**src/rtl/mii_frame_arbiter_if.sv**
```systemverilog
// Source-side request/word bus plus checker-side MII TX outputs of the frame arbiter.
// The master drives source words and watches the grant; the slave is the arbiter.
interface mii_frame_arbiter_if #(
  parameter int NUM_SRC    = 4,
  parameter int DATA_WIDTH = 64,
  parameter int CTRL_WIDTH = 8
);
  logic [NUM_SRC-1:0]            i_req;
  logic [NUM_SRC*DATA_WIDTH-1:0] i_data;
  logic [NUM_SRC*CTRL_WIDTH-1:0] i_ctrl;
  logic [NUM_SRC-1:0]            o_grant;
  logic [DATA_WIDTH-1:0]         o_txd;
  logic [CTRL_WIDTH-1:0]         o_txc;
  logic                          o_busy;
  logic                          o_proto_err;
  logic                          o_timeout;
  logic [15:0]                   o_frame_count;

  modport master (
    output i_req, i_data, i_ctrl,
    input  o_grant, o_txd, o_txc, o_busy, o_proto_err, o_timeout, o_frame_count
  );

  modport slave (
    input  i_req, i_data, i_ctrl,
    output o_grant, o_txd, o_txc, o_busy, o_proto_err, o_timeout, o_frame_count
  );
endinterface

```
**src/rtl/mii_frame_arbiter.sv**
```systemverilog
// Round-robin whole-frame arbiter onto one MII TX lane; grant 1 cycle after request, words out 1 cycle after consumption.
// No backpressure: a granted source must supply a word every cycle; IDLE and IPG are inserted between frames.
module mii_frame_arbiter #(
  parameter int         NUM_SRC         = 4,
  parameter int         DATA_WIDTH      = 64,
  parameter int         CTRL_WIDTH      = 8,
  parameter int         IPG_WORDS       = 1,
  parameter int         MAX_FRAME_WORDS = 192,
  parameter logic [7:0] IDLE_CODE       = 8'h07,
  parameter logic [7:0] START_CODE      = 8'hFB,
  parameter logic [7:0] TERM_CODE       = 8'hFD,
  parameter logic [7:0] ERROR_CODE      = 8'hFE
) (
  input logic                clk,
  input logic                i_rst_n,
  mii_frame_arbiter_if.slave bus
);

  localparam int IW = $clog2(NUM_SRC);
  localparam int SW = IW + 1;
  localparam int CW = $clog2(MAX_FRAME_WORDS + 1);
  localparam logic [IW-1:0]         LAST_SRC  = IW'(NUM_SRC - 1);
  localparam logic [CW-1:0]         LAST_WORD = CW'(MAX_FRAME_WORDS - 1);
  localparam logic [3:0]            IPG_LAST  = (IPG_WORDS > 0) ? 4'(IPG_WORDS - 1) : 4'd0;
  localparam logic [DATA_WIDTH-1:0] IDLE_WORD = {CTRL_WIDTH{IDLE_CODE}};
  localparam logic [DATA_WIDTH-1:0] ERR_WORD  = {CTRL_WIDTH{ERROR_CODE}};

  typedef enum logic [1:0] {ARB, XFER, IPG} state_t;

  state_t                  state_q, state_d;
  logic [NUM_SRC-1:0]      grant_q, grant_d;
  logic [IW-1:0]           gidx_q, gidx_d;
  logic [IW-1:0]           rr_ptr_q, rr_ptr_d;
  logic [CW-1:0]           word_cnt_q, word_cnt_d;
  logic [3:0]              ipg_cnt_q, ipg_cnt_d;
  logic [DATA_WIDTH-1:0]   txd_q, txd_d;
  logic [CTRL_WIDTH-1:0]   txc_q, txc_d;
  logic                    busy_q, busy_d;
  logic                    proto_err_q, proto_err_d;
  logic                    timeout_q, timeout_d;
  logic [15:0]             frame_cnt_q, frame_cnt_d;

  logic [DATA_WIDTH-1:0]   src_dat [NUM_SRC];
  logic [CTRL_WIDTH-1:0]   src_ctl [NUM_SRC];
  logic [DATA_WIDTH-1:0]   cur_dat;
  logic [CTRL_WIDTH-1:0]   cur_ctl;
  logic                    cur_start;
  logic                    cur_term;
  logic                    win_vld;
  logic [IW-1:0]           win_idx;
  logic [SW-1:0]           cand;
  logic [IW-1:0]           next_ptr;

  for (genvar k = 0; k < NUM_SRC; k++) begin : g_src
    assign src_dat[k] = bus.i_data[k*DATA_WIDTH +: DATA_WIDTH];
    assign src_ctl[k] = bus.i_ctrl[k*CTRL_WIDTH +: CTRL_WIDTH];
  end

  assign cur_dat   = src_dat[gidx_q];
  assign cur_ctl   = src_ctl[gidx_q];
  assign cur_start = cur_ctl[0] && (cur_dat[7:0] == START_CODE);
  assign next_ptr  = (gidx_q == LAST_SRC) ? '0 : gidx_q + IW'(1);

  always_comb begin
    cur_term = 1'b0;
    for (int j = 0; j < CTRL_WIDTH; j++) begin
      if (cur_ctl[j] && (cur_dat[j*8 +: 8] == TERM_CODE)) cur_term = 1'b1;
    end
  end

  // Walk offsets from highest to lowest so the candidate nearest rr_ptr is written last and wins.
  always_comb begin
    win_vld = 1'b0;
    win_idx = '0;
    cand    = '0;
    for (int i = NUM_SRC - 1; i >= 0; i--) begin
      cand = {1'b0, rr_ptr_q} + SW'(i);
      if (cand >= SW'(NUM_SRC)) cand = cand - SW'(NUM_SRC);
      if (bus.i_req[cand[IW-1:0]]) begin
        win_vld = 1'b1;
        win_idx = cand[IW-1:0];
      end
    end
  end

  always_comb begin
    state_d     = state_q;
    grant_d     = grant_q;
    gidx_d      = gidx_q;
    rr_ptr_d    = rr_ptr_q;
    word_cnt_d  = word_cnt_q;
    ipg_cnt_d   = ipg_cnt_q;
    txd_d       = IDLE_WORD;
    txc_d       = '1;
    proto_err_d = 1'b0;
    timeout_d   = 1'b0;
    frame_cnt_d = frame_cnt_q;
    case (state_q)
      ARB: begin
        if (win_vld) begin
          grant_d          = '0;
          grant_d[win_idx] = 1'b1;
          gidx_d           = win_idx;
          word_cnt_d       = '0;
          state_d          = XFER;
        end
      end
      XFER: begin
        txd_d      = cur_dat;
        txc_d      = cur_ctl;
        word_cnt_d = word_cnt_q + CW'(1);
        if ((word_cnt_q == '0) && !cur_start) proto_err_d = 1'b1;
        // TERM is checked first so a frame ending exactly at the limit still completes normally.
        if (cur_term || (word_cnt_q == LAST_WORD)) begin
          grant_d   = '0;
          rr_ptr_d  = next_ptr;
          ipg_cnt_d = '0;
          state_d   = (IPG_WORDS == 0) ? ARB : IPG;
          if (cur_term) begin
            frame_cnt_d = frame_cnt_q + 16'd1;
          end else begin
            txd_d     = ERR_WORD;
            txc_d     = '1;
            timeout_d = 1'b1;
          end
        end
      end
      IPG: begin
        ipg_cnt_d = ipg_cnt_q + 4'd1;
        if (ipg_cnt_q == IPG_LAST) state_d = ARB;
      end
      default: state_d = ARB;
    endcase
    busy_d = (state_d == XFER);
  end

  always_ff @(posedge clk or negedge i_rst_n) begin
    if (!i_rst_n) begin
      state_q     <= ARB;
      grant_q     <= '0;
      gidx_q      <= '0;
      rr_ptr_q    <= '0;
      word_cnt_q  <= '0;
      ipg_cnt_q   <= '0;
      txd_q       <= IDLE_WORD;
      txc_q       <= '1;
      busy_q      <= 1'b0;
      proto_err_q <= 1'b0;
      timeout_q   <= 1'b0;
      frame_cnt_q <= '0;
    end else begin
      state_q     <= state_d;
      grant_q     <= grant_d;
      gidx_q      <= gidx_d;
      rr_ptr_q    <= rr_ptr_d;
      word_cnt_q  <= word_cnt_d;
      ipg_cnt_q   <= ipg_cnt_d;
      txd_q       <= txd_d;
      txc_q       <= txc_d;
      busy_q      <= busy_d;
      proto_err_q <= proto_err_d;
      timeout_q   <= timeout_d;
      frame_cnt_q <= frame_cnt_d;
    end
  end

  assign bus.o_grant       = grant_q;
  assign bus.o_txd         = txd_q;
  assign bus.o_txc         = txc_q;
  assign bus.o_busy        = busy_q;
  assign bus.o_proto_err   = proto_err_q;
  assign bus.o_timeout     = timeout_q;
  assign bus.o_frame_count = frame_cnt_q;

endmodule

```
**src/flat_wrapper.sv**
```systemverilog
// flat-port wrapper written by rule: the top's interface ports become plain ports
module mii_frame_arbiter_flat 
#(
  parameter int         NUM_SRC         = 4,
  parameter int         DATA_WIDTH      = 64,
  parameter int         CTRL_WIDTH      = 8,
  parameter int         IPG_WORDS       = 1,
  parameter int         MAX_FRAME_WORDS = 192,
  parameter logic [7:0] IDLE_CODE       = 8'h07,
  parameter logic [7:0] START_CODE      = 8'hFB,
  parameter logic [7:0] TERM_CODE       = 8'hFD,
  parameter logic [7:0] ERROR_CODE      = 8'hFE
)
  (clk, i_rst_n, bus_i_req, bus_i_data, bus_i_ctrl, bus_o_grant, bus_o_txd, bus_o_txc, bus_o_busy, bus_o_proto_err, bus_o_timeout, bus_o_frame_count);
  mii_frame_arbiter_if #(.NUM_SRC(NUM_SRC), .DATA_WIDTH(DATA_WIDTH), .CTRL_WIDTH(CTRL_WIDTH)) bus_i ();
  input logic clk;
  input logic i_rst_n;
  input wire logic [$bits(bus_i.i_req)-1:0] bus_i_req;
  input wire logic [$bits(bus_i.i_data)-1:0] bus_i_data;
  input wire logic [$bits(bus_i.i_ctrl)-1:0] bus_i_ctrl;
  output wire logic [$bits(bus_i.o_grant)-1:0] bus_o_grant;
  output wire logic [$bits(bus_i.o_txd)-1:0] bus_o_txd;
  output wire logic [$bits(bus_i.o_txc)-1:0] bus_o_txc;
  output wire logic [$bits(bus_i.o_busy)-1:0] bus_o_busy;
  output wire logic [$bits(bus_i.o_proto_err)-1:0] bus_o_proto_err;
  output wire logic [$bits(bus_i.o_timeout)-1:0] bus_o_timeout;
  output wire logic [$bits(bus_i.o_frame_count)-1:0] bus_o_frame_count;
  assign bus_i.i_req = bus_i_req;
  assign bus_i.i_data = bus_i_data;
  assign bus_i.i_ctrl = bus_i_ctrl;
  assign bus_o_grant = bus_i.o_grant;
  assign bus_o_txd = bus_i.o_txd;
  assign bus_o_txc = bus_i.o_txc;
  assign bus_o_busy = bus_i.o_busy;
  assign bus_o_proto_err = bus_i.o_proto_err;
  assign bus_o_timeout = bus_i.o_timeout;
  assign bus_o_frame_count = bus_i.o_frame_count;
  mii_frame_arbiter #(.NUM_SRC(NUM_SRC), .DATA_WIDTH(DATA_WIDTH), .CTRL_WIDTH(CTRL_WIDTH), .IPG_WORDS(IPG_WORDS), .MAX_FRAME_WORDS(MAX_FRAME_WORDS), .IDLE_CODE(IDLE_CODE), .START_CODE(START_CODE), .TERM_CODE(TERM_CODE), .ERROR_CODE(ERROR_CODE)) u_core (.clk(clk), .i_rst_n(i_rst_n), .bus(bus_i));
endmodule
```
**config.mk**
```make
export PLATFORM = sky130hd
export DESIGN_NAME = mii_frame_arbiter_flat
export DESIGN_NICKNAME = d
export VERILOG_FILES = /design/src/rtl/mii_frame_arbiter_if.sv /design/src/rtl/mii_frame_arbiter.sv /design/src/flat_wrapper.sv
export SDC_FILE = /design/constraint.sdc
export NUM_CORES = 1
export LEC_CHECK = 0
export CAP_MARGIN = 20
export CORE_AREA = 2 2 152 154
export CTS_BUF_LIST = sky130_fd_sc_hd__clkbuf_4 sky130_fd_sc_hd__clkbuf_8
export DETAILED_ROUTE_END_ITERATION = 10
export DIE_AREA = 0 0 154 156
export PLACE_DENSITY_LB_ADDON = 0.12
export SYNTH_ARGS = -nofsm -noshare
export SYNTH_HDL_FRONTEND = slang
export SYNTH_SLANG_ARGS = --single-unit
```
**constraint.sdc**
```tcl
create_clock -name clk -period 3.1 [get_ports clk]
set_input_delay 0.93 -clock clk [delete_from_list [all_inputs] [get_ports clk]]
set_output_delay 0.93 -clock clk [all_outputs]
set_load 0.1 [all_outputs]
```
# == Word-level counts from Yosys, hierarchy flattened ==
# Index checks and enable logic that the tools add are counted.
# totals
regBits,113
output_inout_bits,95
word_cells,133
# classes
n_addsub,11
reduce_logical,24
magnitude_cmp,11
bitwise,1
eq_ne,16
n_mux,58
# ops
operator,n
$mux W64,5
$bmux W64 S2,1
$eq A8 B8 Y1 const B,10
$mux W8,6
$mux W2,12
$mux W1,22
$add A16 B1 Y16 const B,1
$bmux W8 S2,1
$pmux W4 S2,2
$pmux W8 S2,1
$lt A2 B3 Y1 const B,5
$ge A3 B3 Y1 const B,4
$logic_and A1 B1 Y1,11
$add A8 B1 Y8 const B,1
$bmux W1 S2,4
$logic_not A8 Y1,1
$mux W4,2
$reduce_and A2 Y1,4
$sub A2 B1 Y2 const B,4
$add A2 B2 Y3 const B,2
$pmux W2 S3,1
$reduce_and A3 Y1,2
$add A4 B1 Y4 const B,1
$eq A2 B1 Y1 const B,2
other kinds (13),16

# == Logic depth before layout (Yosys ltp) ==
# Gate-level depths: netlist of run 1.
# logic_depth
word_depth,18
depth_mapped,10

# == Least setup slack after synthesis of run 1 ==
# Ideal clock, no wire load.
# synth_timing
path_kind,input to register
startpoint,input bus_i_data[201]
endpoint,"register u_core.txc_q[6], in the netlist u_core.bus.o_txc[6]"
slack_ps,199
stages,7
arrival_time_ps,2813
setup_time_ps,88
path_buffers,2
path_cell_list,mux4_2 -> nor4b_1 -> nor4_4 -> and3b_1 -> clkbuf_1 -> buf_2 -> or3_1
# synth_between
elab_chain_len,15
elab_cells_between_ends,16
# synth_lines
item,line_no,text
from (decl),flat_wrapper.sv:19,input wire logic [$bits(bus_i.i_data)-1:0] bus_i_data;
$bmux W64 S2 (*),mii_frame_arbiter.sv:59,assign cur_dat = src_dat[gidx_q];
$mux W64 (implied by the code) (*) (2 in series),mii_frame_arbiter.sv:59,
$eq A8 B8 Y1 (*),mii_frame_arbiter.sv:67,if (cur_ctl[j] && (cur_dat[j*8 +: 8] == TERM_CODE)) cur_term = 1'b1;
$logic_and A1 B1 Y1 (*),mii_frame_arbiter.sv:67,
$mux W1 (*) (7 in series),mii_frame_arbiter.sv:67,
$mux W8 or $logic_or A1 B1 Y1 (tied branches),"mii_frame_arbiter.sv:119, mii_frame_arbiter.sv:114",
$mux W8 (*),mii_frame_arbiter.sv:114,if (cur_term || (word_cnt_q == LAST_WORD)) begin
$mux W8 (*),mii_frame_arbiter.sv:98,case (state_q)
net u_core.txc_d[6],mii_frame_arbiter.sv:37,"logic [CTRL_WIDTH-1:0] txc_q, txc_d;"
to (signal assigned),mii_frame_arbiter.sv:159,txc_q <= txc_d;
to (decl),mii_frame_arbiter.sv:37,
# The timed path passes the listed nets; every way through them passes the cells marked *. The select of a mux whose other input is x is not followed.
# A chain may end at the register's enable or synchronous reset.

# == Worst setup path in the final report of run 1 ==
# layout_timing
startpoint,input bus_i_data[76]
endpoint,"register u_core.txd_q[2], in the netlist u_core.bus.o_txd[2]"
# layout_between
elab_chain_len,15
elab_cells_between_ends,16
# layout_lines
item,line_no,text
$bmux W64 S2 (*),mii_frame_arbiter.sv:59,
$mux W64 (implied by the code) (*) (2 in series),mii_frame_arbiter.sv:59,
$eq A8 B8 Y1 (*),mii_frame_arbiter.sv:67,
$logic_and A1 B1 Y1 (*),mii_frame_arbiter.sv:67,
$mux W1 (*) (7 in series),mii_frame_arbiter.sv:67,
$mux W64 or $logic_or A1 B1 Y1 (tied branches),"mii_frame_arbiter.sv:119, mii_frame_arbiter.sv:114",
$mux W64 (*),mii_frame_arbiter.sv:114,
$mux W64 (*),mii_frame_arbiter.sv:98,
net u_core.txd_d[2],mii_frame_arbiter.sv:36,"logic [DATA_WIDTH-1:0] txd_q, txd_d;"
to (signal assigned),mii_frame_arbiter.sv:158,txd_q <= txd_d;
to (decl),mii_frame_arbiter.sv:36,
# Marked as above.

==> results of run 1 <==
cell type report:
cell class / instances / area (µm²)
Sequential cell: 113 / 2880
Tap cell: 285 / 357
Multi-Input combinational cell: 323 / 3350
Clock inverter: 7 / 60.1
Inverter: 8 / 30.0
Clock buffer: 25 / 313
Timing Repair Buffer: 455 / 4240
Fill cell: 1966 / 11100
worst max-delay path by stage:
| stage | to | slack (ps) | depth (start not counted) |
|---|---|---|---|
| 5_1_grt | u_core.bus.o_frame_count[15] | -0.5 | 11 |
| 6_report | u_core.bus.o_txd[2] | 60 | 10 |
| 3_5_place_dp | u_core.bus.o_frame_count[9] | -690 | 8 |
| 2_1_floorplan | u_core.bus.o_txc[6] | 200 | 7 |
| 3_3_place_gp | u_core.bus.o_frame_count[9] | -650 | 8 |
| 4_1_cts | u_core.bus.o_frame_count[1] | 20 | 10 |
sequential cells by signal, summed over array words and instances (netlist names):
signal	count
u_core.bus.o_txd	64
u_core.bus.o_frame_count	16
u_core.bus.o_txc	8
u_core.word_cnt_q	8
u_core.bus.o_grant	4
u_core.ipg_cnt_q	4
u_core.gidx_q	2
u_core.rr_ptr_q	2
u_core.state_q	2
u_core.bus.o_busy	1
u_core.bus.o_proto_err	1
u_core.bus.o_timeout	1
synth_stat cells, drive strengths merged, types with 6 or more instances:
cell type,n
o21ai,15
dfstp,32
nor4,7
nand3,14
dfrtp,81
nand2,25
nand4,16
a211oi,7
buf,22
nor4b,6
inv,8
a21o,11
o21a,40
a21oi,14
ha,6
nor2,17
or3,25
xor2,17
clkbuf,17
mux4,72
power breakdown:
part           internal [mW]  switching [mW]  leakage (nW)  total [mW]
sequential              2.25           0.364          1.35        2.61
clock                  0.733           0.587         0.204        1.32
combinational           2.71            5.90          3.10        8.61
total                   5.69            6.85          4.66        12.5
what timing repair did:
| action | CTS | global route |
|---|---|---|
| endpoints found under the setup margin | 75 | 33 |
| setup buffers | 1 | 0 |
| hold buffers | 0 | 0 |
| resized for setup | 6 | 8 |
| endpoints found under the hold margin | 0 | 0 |
| pin swaps | 0 | 1 |
cell families (layout without fill, tap and decap cells):
kind of cell | after synthesis | count (layout) | share of synthesized area, %
adder cells (fa/ha/maj) | 6 | 6 | 1.18
AND/OR/NAND/NOR | 123 | 123 | 10.9
XOR/XNOR | 19 | 19 | 2.61
flip-flops | 113 | 113 | 45.0
AO/OA/AOI/OAI | 100 | 100 | 10.7
multiplexers | 75 | 75 | 25.9
buffers and inverters | 47 | 495 | 3.77
metal layers:
layer / wire length, µm / track usage, % / up-vias / share of wire [%]
li1: - / - / 2744 / -
met2: 14500 / 42.4 / 277 / 52
met5: 10 / 0 / - / 0.036
met4: 578 / 7.39 / 2 / 2.1
met3: 1860 / 5.50 / 36 / 6.7
met1: 10700 / 26.7 / 3110 / 39
per-stage QoR:
| step | util, % | setup TNS (ps) |
|---|---|---|
| after global routing | 50.2 | -0.451 |
| after global placement | 48.2 | -47720 |
| after detailed placement | 48.2 | -50710 |
| final | 50.2 | 0 |
| after floorplan | - | 0 |
| after CTS | 50.0 | 0 |
==> flow_summary.json, run 1 <==
{
  "outcome": "complete, no violations",
  "relSlewSlack_pct": 57.5,
  "port-buffer-count": 388,
  "total_power_mw": 12.5,
  "hold_path.class": "in2async",
  "rsz0062_at_grt": "true",
  "async_reset_ff_share_pct": 100,
  "synth_flop_cell": "dfrtp_1",
  "vias_per_cell": 5.07,
  "num_antenna_cells": 0,
  "grt_pass1_vias": 6737,
  "synth.area.top_cells": "dfrtp_1 32%, mux4_2 25%, dfstp_2 13%, o21a_1 4.7%, or3_1 2.5%",
  "wl_per_cell_um": 22.7,
  "setup.worst_path.start": "bus_i_data[76]",
  "routed_wl_um": 27600,
  "nNetsFinal": 1218,
  "die_w_um": 154,
  "placeableCoreArea_mm2": 0.0224,
  "vdd_ir_drop_max_mv": 0.486,
  "rows": 55,
  "dp_hpwl_um": 22100,
  "startpoint_type": "primary input",
  "cp_num_buf_inv": 4,
  "place.gp.congestion": 0.974,
  "postSynthAreaPerCell_um2": 13.2,
  "path_delay_family": "simple AND/OR/NAND/NOR gates",
  "clockBufferDepth": 2,
  "clock_latency_ps": 440,
  "cts_tree": "done",
  "r2r_start": "u_core.gidx_q[0]",
  "reg2reg_slack_ps": 160,
  "cts_made_buffers": 17,
  "drtAntennaViolNets": 0,
  "pre_cts_ws_ps": -691,
  "drc_errors": 0,
  "leakage_nw": 4.66,
  "htreeDepth": 4,
  "r2r_cells": 11,
  "cp.required_ps": 3450,
  "synthCells": 483,
  "start_util_pct": 28.5,
  "yosys.area.top_type": "dfrtp_1",
  "whs_ps": 434,
  "grt_max_degree": 60,
  "synth_fp_nets": 783,
  "stdcell_count": 1216,
  "cp_common_cell": "buf_4",
  "crit_fanout": 13,
  "clock-sinks": 113,
  "ys_warn_count": 0,
  "ys_ff_latch": 113,
  "area_growth_pct": 76.0,
  "finalWorstSetupSlack_ps": 62.0,
  "arrival_ps": 3390,
  "placed_cell_area_mm2": 0.0108,
  "final_common_cell": "clkdlybuf4s50_1",
  "synth_edf_count": 0,
  "fin_area_mm2": 0.0112,
  "ys_seq_area_share_pct": 45.0,
  "worst_slew_pin_slew_ps": 637,
  "crit_path_cell_trace": "clkdlybuf4s50_1, mux4_2, nand4_1, nor4b_1, buf_4, nor4_4, buf_4, and3b_2, buf_4, or3_1",
  "grt_overflow_total": 0,
  "cp-end-kind": "flip-flop",
  "setup_viol": 0,
  "cap_violations": 0,
  "cp_slowest_stage_delay_ps": 490,
  "reg2reg_to": "u_core.bus.o_frame_count[12]",
  "drtIter0Drc": 306,
  "crit_type": "in2reg",
  "finalHoldViolCount": 0,
  "final.setup_skew_ps": 10.9,
  "drt_pass1_iterations": 4,
  "antenna_found_initial": 2,
  "netlist_area_mm2": 0.00638,
  "cp_slowest_cell": "clkdlybuf4s50_1",
  "die_y_um": 156,
  "clkTransAtPathRegs_ps": 70,
  "fin_crit_ps": 3040,
  "via_count": 6169,
  "drive_above_1_share_pct": 34.0,
  "die_area_mm2": 0.0240,
  "grt_usage_pct": 23.2,
  "drv_slew": 0,
  "cts_root_buffer": "clkbuf_8",
  "power_density_mw_per_mm2": 1120,
  "period_share_pct": 98.0,
  "yosys.cell_types.count": 43,
  "dpl.cell_count": 1183,
  "design.portCount": 389,
  "fmax_ghz": 0.329,
  "grt_pass1_wl_um": 41300,
  "layout_common_cells": "292 x clkdlybuf4s50_1, 155 x buf_4, 79 x dfrtp_1",
  "synth_top_area_share_pct": 31.8
}
(Power assumes the default switching activity.)
==> run 2, diff against run 1 <==
--- a/config.mk
+++ b/config.mk
@@ -8,9 +8,11 @@
 export CAP_MARGIN = 20
 export CORE_AREA = 2 2 152 154
 export CTS_BUF_LIST = sky130_fd_sc_hd__clkbuf_4 sky130_fd_sc_hd__clkbuf_8
+export CTS_CLUSTER_DIAMETER = 200
 export DETAILED_ROUTE_END_ITERATION = 10
 export DIE_AREA = 0 0 154 156
-export PLACE_DENSITY_LB_ADDON = 0.12
+export GPL_TIMING_DRIVEN = 1
+export PLACE_DENSITY_LB_ADDON = 0.3
 export SYNTH_ARGS = -nofsm -noshare
 export SYNTH_HDL_FRONTEND = slang
 export SYNTH_SLANG_ARGS = --single-unit
==> flow_summary.json, run 2 (same netlist as run 1, synthesis figures left out) <==
{
  "leakage_nw": 4.76,
  "grt_pass1_vias": 6293,
  "grt_usage_pct": 21.6,
  "largest_register_ff_count": 64,
  "port-buffer-count": 388,
  "clock_latency_ps": 430,
  "power_density_mw_per_mm2": 1110,
  "via_count": 6036,
  "outcome": "complete, no violations",
  "design.portCount": 389,
  "antenna_found_initial": 2,
  "drt_pass1_iterations": 4,
  "cp_slowest_cell": "mux4_2",
  "cts_tree": "done",
  "placed_cell_area_mm2": 0.0107,
  "cp_common_cell": "buf_12",
  "fmax_ghz": 0.327,
  "path_delay_family": "simple AND/OR/NAND/NOR gates",
  "routed_wl_um": 26400,
  "rows": 55,
  "layout_common_cells": "284 x clkdlybuf4s50_1, 149 x buf_4, 79 x dfrtp_1",
  "drive_above_1_share_pct": 33.8,
  "start_util_pct": 28.5,
  "vias_per_cell": 4.96,
  "crit_cells": 10,
  "startpoint_type": "primary input",
  "drv_slew": 0,
  "arrival_ps": 3420,
  "wl_per_cell_um": 21.7,
  "relSlewSlack_pct": 61.4,
  "whs_ps": 467,
  "drc_errors": 0,
  "final.setup_skew_ps": 12.0,
  "finalWorstSetupSlack_ps": 42.0,
  "vdd_ir_drop_max_mv": 0.687,
  "cts_root_buffer": "clkbuf_8",
  "fin_crit_ps": 3060,
  "die_area_mm2": 0.0240,
  "fin_area_mm2": 0.0114,
  "clockBufferDepth": 2,
  "die_y_um": 156,
  "crit_fanout": 8,
  "total_power_mw": 12.6,
  "whs_path_depth": 1,
  "htreeDepth": 4,
  "r2r_cells": 10,
  "placeableCoreArea_mm2": 0.0224,
  "cts_made_buffers": 17,
  "dp_hpwl_um": 20900,
  "nNetsFinal": 1218,
  "die_w_um": 154,
  "area_growth_pct": 78.0,
  "drtIter0Drc": 284,
  "crit_path_cell_trace": "clkdlybuf4s50_1, mux4_2, nand4_1, nor4_1, buf_4, nor4_4, and3b_2, buf_12, buf_12, o21a_1",
  "grt_overflow_total": 0,
  "cp_num_buf_inv": 4,
  "nFillCells": 2013,
  "cp-end-kind": "flip-flop",
  "cap_violations": 0,
  "final_common_cell": "clkdlybuf4s50_1",
  "stdcell_count": 1218,
  "finalHoldViolCount": 0,
  "crit_type": "in2reg",
  "cp.required_ps": 3460,
  "clock-sinks": 113,
  "cp_slowest_stage_delay_ps": 480,
  "drtAntennaViolNets": 0,
  "period_share_pct": 98.6,
  "final_core_util_pct": 50.8,
  "setup_tns_ps": 0,
  "setup_viol": 0,
  "place.gp.congestion": 0.840,
  "cts_hold_buf": 0,
  "dpl.cell_count": 1172,
  "hold_path.class": "reg2reg",
  "clkTransAtPathRegs_ps": 60,
  "grt_max_degree": 53,
  "worst_slew_pin_slew_ps": 578,
  "pre_cts_ws_ps": -596,
  "grt_pass1_wl_um": 38400
}
run 2: timing repair:
action,CTS,global route
buffers inserted,0,11
endpoints found under the setup margin,55,70
pin swaps,0,9
gates resized for setup,2,16
gates cloned,0,3
run 2: routing by layer:
metal	GRT usage (%)	routed length, µm
met5	0	0
met1	26.0	10500
met4	6.50	384
met2	36.8	13200
met3	7.33	2300
run 2: path summary, 6_finish.rpt:
kind / end / slack, ps / start
setup / recovery: u_core.bus.o_txd[15] / 40 / bus_i_data[92]
hold / removal: u_core.bus.o_frame_count[15] / 470 / u_core.bus.o_frame_count[15]
setup reg to reg: u_core.bus.o_txd[15] / 100 / u_core.gidx_q[0]
hold reg to reg: u_core.bus.o_frame_count[15] / 470 / u_core.bus.o_frame_count[15]
max in group asynchronous: u_core.bus.o_txd[58] / 1830 / i_rst_n
min in group asynchronous: u_core.bus.o_frame_count[13] / 480 / i_rst_n
run 2: area by class of cell:
type | count | area [µm²] | share of cell area (%)
sequential | 113 | 2880 | 25.3
tap | 285 | 357 | 3.14
clock buffer | 27 | 340 | 3.00
clock inverter | 5 | 77.6 | 0.683
multi-input combinational | 323 | 3320 | 29.3
timing repair buffer | 455 | 4350 | 38.3
antenna | 2 | 5.00 | 0.0441
inverter | 8 | 30.0 | 0.264
run 2: power breakdown:
part           internal [mW]  switching (mW)  leakage [nW]
Clock                  0.865           0.601         0.217
Combinational           2.69            5.89          3.19
Sequential              2.25           0.301          1.35
